==> src/rtl/vga_pixel_fetch.sv <==
// vga_pixel_fetch: framebuffer read engine that keeps a pixel FIFO topped up for scan-out.
// Define VGA_FETCH_STATS_EN to add the saturating underflow_count output.
module vga_pixel_fetch #(
    parameter int unsigned FIFO_DEPTH = 16,
    parameter logic [31:0] FB_BASE    = 32'h0,
    parameter int unsigned FB_PIXELS  = 307200
) (
    input  logic        clk,
    input  logic        rst,
    input  logic        pix_en,
    input  logic        frame_start,
    input  logic        active,
    output logic        mem_req,
    output logic [31:0] mem_addr,
    input  logic        mem_ready,
    input  logic        mem_rvalid,
    input  logic [15:0] mem_rdata,
    output logic [15:0] pixel,
`ifdef VGA_FETCH_STATS_EN
    output logic        underflow,
    output logic [15:0] underflow_count
`else
    output logic        underflow
`endif
);
    localparam int unsigned AW = $clog2(FIFO_DEPTH);
    localparam int unsigned CW = AW + 1;
    localparam logic [31:0] LAST_IDX = 32'(FB_PIXELS - 1);
    localparam logic [CW:0] DEPTH_LIM = (CW + 1)'(FIFO_DEPTH);

    typedef enum logic [1:0] {IDLE, RUN, DONE} state_t;

    state_t        state;
    logic [31:0]   idx;
    logic [CW-1:0] outstanding;
    logic [CW-1:0] fifo_count;
    logic [15:0]   discard;
    logic [AW-1:0] wr_ptr;
    logic [AW-1:0] rd_ptr;
    logic [15:0]   fifo_mem [FIFO_DEPTH];

    logic [CW:0]   in_flight;
    logic [15:0]   pending;
    logic          xfer;
    logic          push;
    logic          pop;
    logic          do_pop;
    logic          empty_pop;
    logic          discarding;

    always_comb begin
        in_flight  = {1'b0, fifo_count} + {1'b0, outstanding};
        mem_req    = (state == RUN) && !frame_start && (in_flight < DEPTH_LIM);
        mem_addr   = FB_BASE + idx;
        xfer       = mem_req && mem_ready;
        discarding = (discard != 16'd0);
        push       = mem_rvalid && !discarding;
        pop        = pix_en && active;
        do_pop     = pop && (state != IDLE) && (fifo_count != '0);
        empty_pop  = pop && !do_pop;
        pending    = discard + 16'(outstanding) + 16'(xfer);
    end

    always_ff @(posedge clk) begin
        if (rst) begin
            state       <= IDLE;
            idx         <= '0;
            outstanding <= '0;
            discard     <= '0;
            wr_ptr      <= '0;
            rd_ptr      <= '0;
            fifo_count  <= '0;
            pixel       <= '0;
            underflow   <= 1'b0;
        end else begin
            if (frame_start)
                state <= RUN;
            else if (state == RUN && xfer && idx == LAST_IDX)
                state <= DONE;

            if (frame_start)
                idx <= '0;
            else if (xfer)
                idx <= (idx == LAST_IDX) ? '0 : idx + 32'd1;

            if (do_pop)
                pixel <= fifo_mem[rd_ptr];
            else if (pix_en)
                pixel <= '0;

            underflow <= empty_pop || (underflow && !frame_start);

            if (frame_start) begin
                // Everything still in flight belongs to the old frame.
                discard     <= (mem_rvalid && pending != 16'd0) ?
                               pending - 16'd1 : pending;
                outstanding <= '0;
                wr_ptr      <= '0;
                rd_ptr      <= '0;
                fifo_count  <= '0;
            end else begin
                if (mem_rvalid && discarding)
                    discard <= discard - 16'd1;

                if (xfer && !push)
                    outstanding <= outstanding + CW'(1);
                else if (push && !xfer)
                    outstanding <= outstanding - CW'(1);

                if (push)
                    wr_ptr <= wr_ptr + AW'(1);
                if (do_pop)
                    rd_ptr <= rd_ptr + AW'(1);

                if (push && !do_pop)
                    fifo_count <= fifo_count + CW'(1);
                else if (do_pop && !push)
                    fifo_count <= fifo_count - CW'(1);
            end
        end
    end

    always_ff @(posedge clk) begin
        if (push && !frame_start)
            fifo_mem[wr_ptr] <= mem_rdata;
    end

`ifdef VGA_FETCH_STATS_EN
    always_ff @(posedge clk) begin
        if (rst)
            underflow_count <= '0;
        else if (frame_start)
            underflow_count <= {15'd0, empty_pop};
        else if (empty_pop && underflow_count != 16'hFFFF)
            underflow_count <= underflow_count + 16'd1;
    end
`endif

endmodule
==> config.mk <==
export PLATFORM = sky130hd
export DESIGN_NAME = vga_pixel_fetch
export DESIGN_NICKNAME = d
export VERILOG_FILES = /design/src/rtl/vga_pixel_fetch.sv
export SDC_FILE = /design/constraint.sdc
export NUM_CORES = 1
export LEC_CHECK = 0
export CORE_MARGIN = 1
export CORE_UTILIZATION = 50
export DETAILED_ROUTE_END_ITERATION = 8
export GPL_TIMING_DRIVEN = 0
export PLACE_DENSITY = 0.75
export SYNTH_ARGS = -nofsm -noshare
export SYNTH_HDL_FRONTEND = slang
export SYNTH_SLANG_ARGS = --single-unit
==> constraint.sdc <==
create_clock -name clk -period 6.2 [get_ports clk]
set_input_delay 1.24 -clock clk [delete_from_list [all_inputs] [get_ports clk]]
set_output_delay 1.24 -clock clk [all_outputs]
set_load 0.03 [all_outputs]
* After elaboration in Yosys (flattened, before gate mapping)
Memories as Yosys holds them, arrays and structs flattened. A register that Yosys moved wholly into a read port is not among the register bits. Index checks and enable logic that the tools add are counted.
Operators by class: magnitude comparators 1, mux-type cells 16, $add $sub $neg 12, reductions and logical operators 34, equal/unequal tests 2
Operator list (number):
- two-way mux 16 bit | 5
- adder 32 x 1 -> 32 bit, second input constant | 1
- == test 32 x 19 -> 1 bit, second input constant | 1
- two-way mux 32 bit | 1
- nonzero test 16 bit | 2
- subtractor 16 x 1 -> 16 bit, second input constant | 2
- two-way mux 5 bit | 4
- logical AND 1 bit | 18
- adder 16 x 1 -> 16 bit | 1
- adder 16 x 5 -> 16 bit | 1
- nonzero test 2 bit | 6
- adder 5 x 1 -> 5 bit, second input constant | 2
- subtractor 5 x 1 -> 5 bit, second input constant | 2
- adder 4 x 1 -> 4 bit, second input constant | 2
- two-way mux 4 bit | 2
- adder 5 x 5 -> 6 bit | 1
- less-than comparator 6 x 5 -> 1 bit, second input constant | 1
- zero test 1 bit | 5
- nonzero test 5 bit | 1
- two-way mux 1 bit | 4
- == test 2 x 1 -> 1 bit, second input constant | 1
- OR reduction 2 bit | 1
- logical OR 1 bit | 1
Word-level totals: output and inout port bits 50, bits in registers 85, bits in writable memories 256, bits of input ports 23, word-level logic and storage cells 76, memories kept 1
Memory list:
- fifo_mem | words 16, width 16, rd ports 1, clocked after Yosys merged registers in 1, write ports 1, RTL line 40 | logic [15:0] fifo_mem [FIFO_DEPTH];

* Depth between registers and ports, before layout
Gate-level depths: netlist of run 1.
depth after elaboration 9, mapped depth 17, depth with buffers taken out 16

* Worst setup path after synthesis of run 1
Ideal clock, no wire load.
kind input-to-reg, start point input port frame_start, end point register discard[1], slack 1.478 ns, path buffers 1, required time 6.126 ns, library setup time 0.074 ns, cell stages on the path 16, data arrival time 4.647 ns, cell sequence inv_1 > and3_1 > o211ai_1 > inv_1 > fa_1 > inv_1 > fa_1 > ha_1 > inv_1 > or3_1 > o32a_1 > or3_1 > buf_6 > o21ai_1 > mux2_2 > o21ai_0
On the way: word-level cells in the longest chain between the ends 9, elaborated cells between the ends (all ways) 11, classes of those cells 2 x add/sub; 2 x mux; 7 x reduce/logical
RTL lines:
- from (decl) | RTL line 11 | input logic frame_start,
- zero test 1 bit * | RTL line 53 | mem_req = (state == RUN) && !frame_start && (in_flight < DEPTH_LIM);
- logical AND 1 bit * (2 in series) | RTL line 53
- logical AND 1 bit * | RTL line 55 | xfer = mem_req && mem_ready;
- via xfer | RTL line 44 | logic xfer;
- adder 16 x 1 -> 16 bit * | RTL line 61 | pending = discard + 16'(outstanding) + 16'(xfer);
- parallel branches: the longest is 2 deep, another holds subtractor 16 x 1 -> 16 bit
- two-way mux 16 bit * | RTL line 95 | discard <= (mem_rvalid && pending != 16'd0) ?
- two-way mux 16 bit * | RTL line 93 | if (frame_start) begin
- to (signal assigned) | RTL line 95
- to (signal assigned) | RTL line 103 | discard <= discard - 16'd1;
- to (decl) | RTL line 37 | logic [15:0] discard;
Mark *: on every way through the listed nets, which the timed path passes. A chain may end at the register's enable or synchronous reset.

* Final worst setup path of run 1
Same ends and word-level chain as after synthesis.

==> summary.txt, run 1 <==
met3 wire len: 2310 um
Net Sw Frac: 24.0%
worst-margin pin slew: 1.22 ns
starting density of the core: 51.2%
Post-synth ARST share: 0%
Layout Cell Area excl Fill: 17,600 um^2
crit path max-delay cell type: clkdlybuf4s50_1
Remaining Overflow, GRT: 0
area of the multi-input gates: 5130 um^2
Setup Crit Path Kind: primary input to flip-flop
Tcrit/Tclk final: 85.8%
clock tree from TritonCTS: built
Slew HR: 18.6%
P&R area growth vs syn: 18.7%
crit end category: flip-flop
Setup crit start kind: primary input
setup_tns: 0 ns
CP Data Required Time: 6.64 ns
Vias/cell: 5.91
Top Layer Used: met5
Mapped Cells: 992
most frequent cells in the layout: edfxtp_1 (256), nor2_1 (98), dfxtp_1 (89)
vias post-DR: 9,026
setup bufs post-CTS: 0
H-tree levels: 2
syn avg cell area: 15.0 um^2
fin nets: 1,169
Final HPWL DP: 22,000 um
Max Freq: 188 MHz
main combinational cell family by area after synthesis: multiplexers
Setup Viol. Count Final: 0
clock share of power: 40.7%
post-cts repair resize count: 0
die width: 174 um
DRT iter0 DRCs: 946
CP bufs+invs: 5
initial antenna violation count: 1
Simple-Gate Fraction of Synth Area: 9.17%
Core ar.: 29,000 um^2
Hold WS: 0.480 ns
Comb pwr share: 10.0%
cell mode on critical path: inv_1
crit path DAT: 5.76 ns
met2 wire len: 16,300 um
Reg area: 9470 um^2
final wirelength: 33,600 um
Crit path largest cell delay: 0.46 ns
Main synth FF type: edfxtp_1
Avg WL per Cell: 22.0 um
clk sinks: 345
Worst path top cell family by delay: compound AO/OA/AOI/OAI gates
syn_nets: 1,044
max-cap violations: 0
Die Y-Extent: 174 um
fin. max-slew vios: 0
unique cell type count in the Yosys netlist: 64
cell taking the most area after synthesis: edfxtp_1
DRC: 0
Max Buffers Root-to-Sink: 3
proportion of synthesized area in mux cells: 12.8%
EDFF count, synth: 256
status: completed
Synth Area in XOR/XNOR: 5.11%
Mapped Area: 14,900 um^2
Final Hold Viols: 0
Synth Area in Adders: 2.64%
Leakage: 5.67 nW
Ports: 73
Detail Route Antenna Nets: 0
Row Count: 62
hold buffer count at CTS: 0
largest net degree at the start of global routing: 17
DP Area: 16,500 um^2
sequential power share: 49.3%
P_int: 3.90 mW
P_sw: 1.23 mW
All-Layer GR Usage: 22.8%
CTS root buf: clkbuf_16
PortBufs: 71
vias in the first global route: 8,855
Compound-Gate Fraction of Synth Area: 4.52%
Clk Latency, worst-skew pair: 0.54 ns
met1 WL: 14,100 um
GPL Wtd Cong: 0.859
clock-pin transition on the worst setup and hold timing paths: 0.06 ns
Syn. warnings: 0
CTS Buf Count: 36
commonest non-fill, non-tap cell in the layout: edfxtp_1
sequential area share after synthesis: 63.7%
antenna cells: 0
first-pass iteration count of the detailed router: 5
worst hold path class: flip-flop to flip-flop
FILL cells: 2,164
Yosys reg bits: 345
CP Cell Sequence: clkdlybuf4s50_1, inv_1, and3_1, o211ai_1, inv_1, fa_1, inv_1, fa_1, nand2b_1, a21oi_1, o21ai_0, o32a_1, or3_1, buf_6, o21ai_1, mux2_2, o21ai_0
Synth area leaders: edfxtp_1 (52%), mux4_2 (12%), dfxtp_1 (12%), nor2_1 (2.9%), xor2_1 (2.8%)
clk_skew: 0.0363 ns
layout cells sized above 1: 17.2%
Worst VDD drop: 0.000280 V
share of the synthesized area in the top cell type: 51.7%
CP Max Fanout: 9
Power Dens Cells: 291 nW/um^2
RSZ-0062 raised after global routing: false
post-layout min period: 5.32 ns
DIE AREA: 30,400 um^2
first-pass GRT wire length: 52,000 um
state kept, by name (all words and copies together), names as in the netlist, named ones only:
| name | count |
|---|---|
| fifo_mem | 256 |
| idx | 32 |
| discard | 16 |
| pixel | 16 |
| fifo_count | 5 |
| outstanding | 5 |
| rd_ptr | 4 |
| wr_ptr | 4 |
| state | 2 |
| underflow | 1 |
power groups by stage:
stage / combinational, mW / clock, mW / sequential, mW
CTS: 0.509 / 2.11 / 2.53
finish: 0.513 / 2.09 / 2.53
global placement: 0.494 / 0 / 2.58
floorplan: 0.377 / 0 / 2.57
global route: 0.566 / 2.21 / 2.53
detailed placement: 0.506 / 0 / 2.58
cells in the mapped netlist (2+ instances only):
library cell	count
nand2_1	33
nor3_1	15
buf_2	7
nor4_2	2
o211ai_1	9
nand3_2	2
xnor2_1	35
mux4_2	80
buf_1	9
o21a_1	2
nor4_1	9
mux2i_1	6
and2_1	5
nand3_1	24
clkbuf_1	30
a211oi_1	8
inv_1	23
nor2_1	114
ha_1	25
fa_1	4
nand4_1	16
edfxtp_1	256
a211oi_2	3
or3_1	8
nor2b_1	21
nor4b_1	3
nand2b_1	3
o21ai_0	7
a2111oi_2	2
buf_6	3
dfxtp_1	89
o21ai_1	2
xor2_1	48
and3_1	12
a21o_1	6
o22ai_1	4
or2_2	3
a21oi_1	38
cell type report:
cell class,instances,share of cell area (%)
plain buffers,50,1.26
clock buffers,52,5.73
clock inverters,13,0.823
inverters,23,0.489
multi-input cells,574,29.1
flip-flops and latches,345,53.7
well taps,384,2.72
repair buffers,87,6.24
layer usage:
layer / GRT usage, % / vias to the layer above
met4: 7.64 / 2
met1: 31.4 / 4519
li1: - / 4035
met3: 3.22 / 76
met5: 0 / -
met2: 37.5 / 394
kinds of logic (layout without fill, tap and decap cells):
kind of cell / count (synthesis) / count (layout)
XOR/XNOR: 85 / 85
AND/OR/NAND/NOR: 276 / 276
flip-flops: 345 / 345
multiplexers: 89 / 89
AO/OA/AOI/OAI: 95 / 95
adder cells (fa/ha/maj): 29 / 29
buffers and inverters: 73 / 225
worst reg2reg max path, delay by kind of cell (launching register included):
| family | cells | cell delay, ns |
|---|---|---|
| buffers and inverters | 3 | 0.50 |
| and+or+nand+nor | 2 | 0.56 |
| adders and majority gates | 3 | 0.98 |
| DFF | 1 | 0.47 |
| muxes | 1 | 0.36 |
| AOI/OAI and AO/OA | 8 | 1.88 |
path summary, 6_finish.rpt:
check,from,end,slack (ns),cells past startpoint
setup / recovery,frame_start,discard[1],0.88,17
hold / removal,state[1],state[1],0.48,2
setup reg to reg,outstanding[1],discard[1],1.38,17
hold reg to reg,state[1],state[1],0.48,2
metrics by stage:
stage	total power [mW]	setup WS [ns]	cells	util (%)
after floorplan	2.95	1.48	992	-
after global placement	3.07	0.416	1447	55.3
after detailed placement	3.09	0.399	1463	56.8
after CTS	5.15	0.922	1528	60.8
after global routing	5.31	0.599	1528	60.8
final	5.14	0.879	1528	60.8
Power figures use the tool's default switching activity.
==> run 2, diff against run 1 <==
==> constraint.sdc (replaced) <==
create_clock -name clk -period 6.2 [get_ports clk]
set_input_delay 1.24 -clock clk [delete_from_list [all_inputs] [get_ports clk]]
set_output_delay 1.24 -clock clk [all_outputs]
set_load 0.05 [all_outputs]
==> results of run 2 <==
The final DEF is identical to that of run 1. Status: completed.
==> run 3, diff against run 2 <==
--- a/config.mk
+++ b/config.mk
@@ -5,11 +5,13 @@
 export SDC_FILE = /design/constraint.sdc
 export NUM_CORES = 1
 export LEC_CHECK = 0
+export CELL_PAD_IN_SITES_DETAIL_PLACEMENT = 1
+export CELL_PAD_IN_SITES_GLOBAL_PLACEMENT = 2
 export CORE_MARGIN = 1
-export CORE_UTILIZATION = 50
+export CORE_UTILIZATION = 44
 export DETAILED_ROUTE_END_ITERATION = 8
 export GPL_TIMING_DRIVEN = 0
-export PLACE_DENSITY = 0.75
+export PLACE_DENSITY = 0.86
 export SYNTH_ARGS = -nofsm -noshare
 export SYNTH_HDL_FRONTEND = slang
 export SYNTH_SLANG_ARGS = --single-unit
==> run 3 against run 2 <==
Critical path depth did not move. Via count fell by 0.89%. Sequential power barely moved. Register-to-register slack got worse by 0.18 ns. Fmax fell by 2.9%. Die area rose by 13%. Final cell count rose by 4.1%. Combinational power rose by 3%. Hold slack got worse by 0.0096 ns. Flip-flop and latch count did not move.
==> summary.txt, run 3 (synthesis results as in run 1) <==
setup bufs post-CTS: 0
CP bufs+invs: 5
r2r setup slk: 1.20 ns
fin. max-slew vios: 0
layout cells sized above 1: 17.7%
Final HPWL DP: 25,500 um
CTS root buf: clkbuf_16
antenna cells: 0
Slew HR: 22.7%
vias in the first global route: 9,325
largest net degree at the start of global routing: 17
global route hottest layer: met2
GPL Wtd Cong: 0.805
Detail Route Antenna Nets: 0
DP Area: 16,500 um^2
reg2reg start: outstanding[1]
Top Registers: fifo_mem: 256 flops, idx: 32 flops
first-pass iteration count of the detailed router: 5
clock tree from TritonCTS: built
Worst path top cell family by delay: compound AO/OA/AOI/OAI gates
CP Max Fanout: 9
CP Cell Sequence: clkdlybuf4s50_1, inv_1, and3_1, o211ai_1, inv_1, fa_1, inv_1, fa_1, nand2b_1, a21oi_1, o21ai_0, o32a_1, or3_1, buf_6, o21ai_1, mux2_2, o21ai_0
max-cap violations: 0
Remaining Overflow, GRT: 0
final wirelength: 37,200 um
RSZ-0062 raised after global routing: false
Row Count: 66
hold path depth: 2
Worst VDD drop: 0.000240 V
Hold Crit Start: state[1]
crit path max-delay cell type: clkdlybuf4s50_1
Setup Viol. Count Final: 0
CTS Buf Count: 38
crit end category: flip-flop
fin nets: 1,171
met3 usage: 3.27%
Layout Cell Area excl Fill: 17,700 um^2
CP Data Required Time: 6.66 ns
Clk Latency, worst-skew pair: 0.54 ns
hold buffer count at CTS: 0
DRC: 0
Ports: 73
GR Util met1: 30.5%
Tcrit/Tclk final: 88.4%
All-Layer GR Usage: 22.3%
starting density of the core: 45.2%
Setup Crit Path Kind: primary input to flip-flop
post-layout min period: 5.48 ns
R2R depth: 17
initial antenna violation count: 0
PortBufs: 71
Largest Register: fifo_mem
most frequent cells in the layout: edfxtp_1 (256), nor2_1 (98), dfxtp_1 (89)
vias post-DR: 8,946
Leakage: 5.69 nW
crit path DAT: 5.94 ns
max reg flops: 256
H-tree levels: 2
Reg area: 9470 um^2
commonest non-fill, non-tap cell in the layout: edfxtp_1
area of the multi-input gates: 5130 um^2
met2 usage: 37.3%
die width: 186 um
cell mode on critical path: inv_1
post-cts repair resize count: 0
FILL cells: 3,193
Critical R2R Capture: discard[1]
DRT iter0 DRCs: 779
Die Y-Extent: 186 um
clk sinks: 345
Crit path largest cell delay: 0.47 ns
Final Hold Viols: 0
Hold WS: 0.470 ns
Power Dens Cells: 299 nW/um^2
clk_skew: 0.0242 ns
DIE AREA: 34,500 um^2
worst-margin pin slew: 1.16 ns
Core ar.: 32,900 um^2
status: completed
Max Buffers Root-to-Sink: 3
Max Freq: 183 MHz
Avg WL per Cell: 23.4 um
Vias/cell: 5.62
setup_tns: 0 ns
Hold EP: state[1]
worst hold path class: flip-flop to flip-flop
first-pass GRT wire length: 56,600 um
P&R area growth vs syn: 19.1%
Setup crit start kind: primary input
clock-pin transition on the worst setup and hold timing paths: 0.06 ns
[run 3: metrics by stage]
step / setup slack, ns / total power, mW / cells / utilization, %
final: 0.721 / 5.30 / 1591 / 53.9
after global routing: 0.525 / 5.47 / 1591 / 53.9
after CTS: 0.796 / 5.34 / 1591 / 53.9
after detailed placement: 0.209 / 3.11 / 1521 / 50.1
after global placement: 0.268 / 3.09 / 1505 / 49.1
after floorplan: 1.48 / 2.95 / 992 / -
[run 3: area by class of cell]
| type | instances | area share, % |
|---|---|---|
| plain buffers | 50 | 1.26 |
| clock buffers | 50 | 5.79 |
| clock inverters | 20 | 1.25 |
| inverters | 23 | 0.488 |
| multi-input cells | 574 | 29.0 |
| flip-flops and latches | 345 | 53.5 |
| well taps | 442 | 3.12 |
| repair buffers | 87 | 5.65 |
[run 3: where the power goes]
group | total [mW] | switching, mW | internal, mW
logic | 0.529 | 0.325 | 0.204
clock network | 2.24 | 0.930 | 1.31
registers | 2.53 | 0.0272 | 2.50
total | 5.30 | 1.28 | 4.02
[run 3: worst register-to-register path, delay by kind of cell (launching register included)]
family                   cells  cell delay (ns)
buffers and inverters        3             0.54
AO/OA/AOI/OAI                8             1.92
adder cells (fa/ha/maj)      3             1.01
multiplexers                 1             0.37
flip-flops                   1             0.50
AND/OR/NAND/NOR              2             0.58
[run 3: worst max path at each step]
stage | cells after the start | from | end
after floorplan | 16 | frame_start | discard[1]
after global placement | 17 | frame_start | discard[1]
after detailed placement | 17 | frame_start | discard[1]
after CTS | 17 | frame_start | discard[1]
after global routing | 16 | frame_start | discard[11]
final | 17 | frame_start | discard[1]
[run 3: routing by layer]
metal	up-vias	wire length, um	share of wire (%)
met3	60	1810	4.9
met4	0	855	2.3
met2	250	18300	49
met5	-	0	0
li1	4031	-	-
met1	4605	16200	44
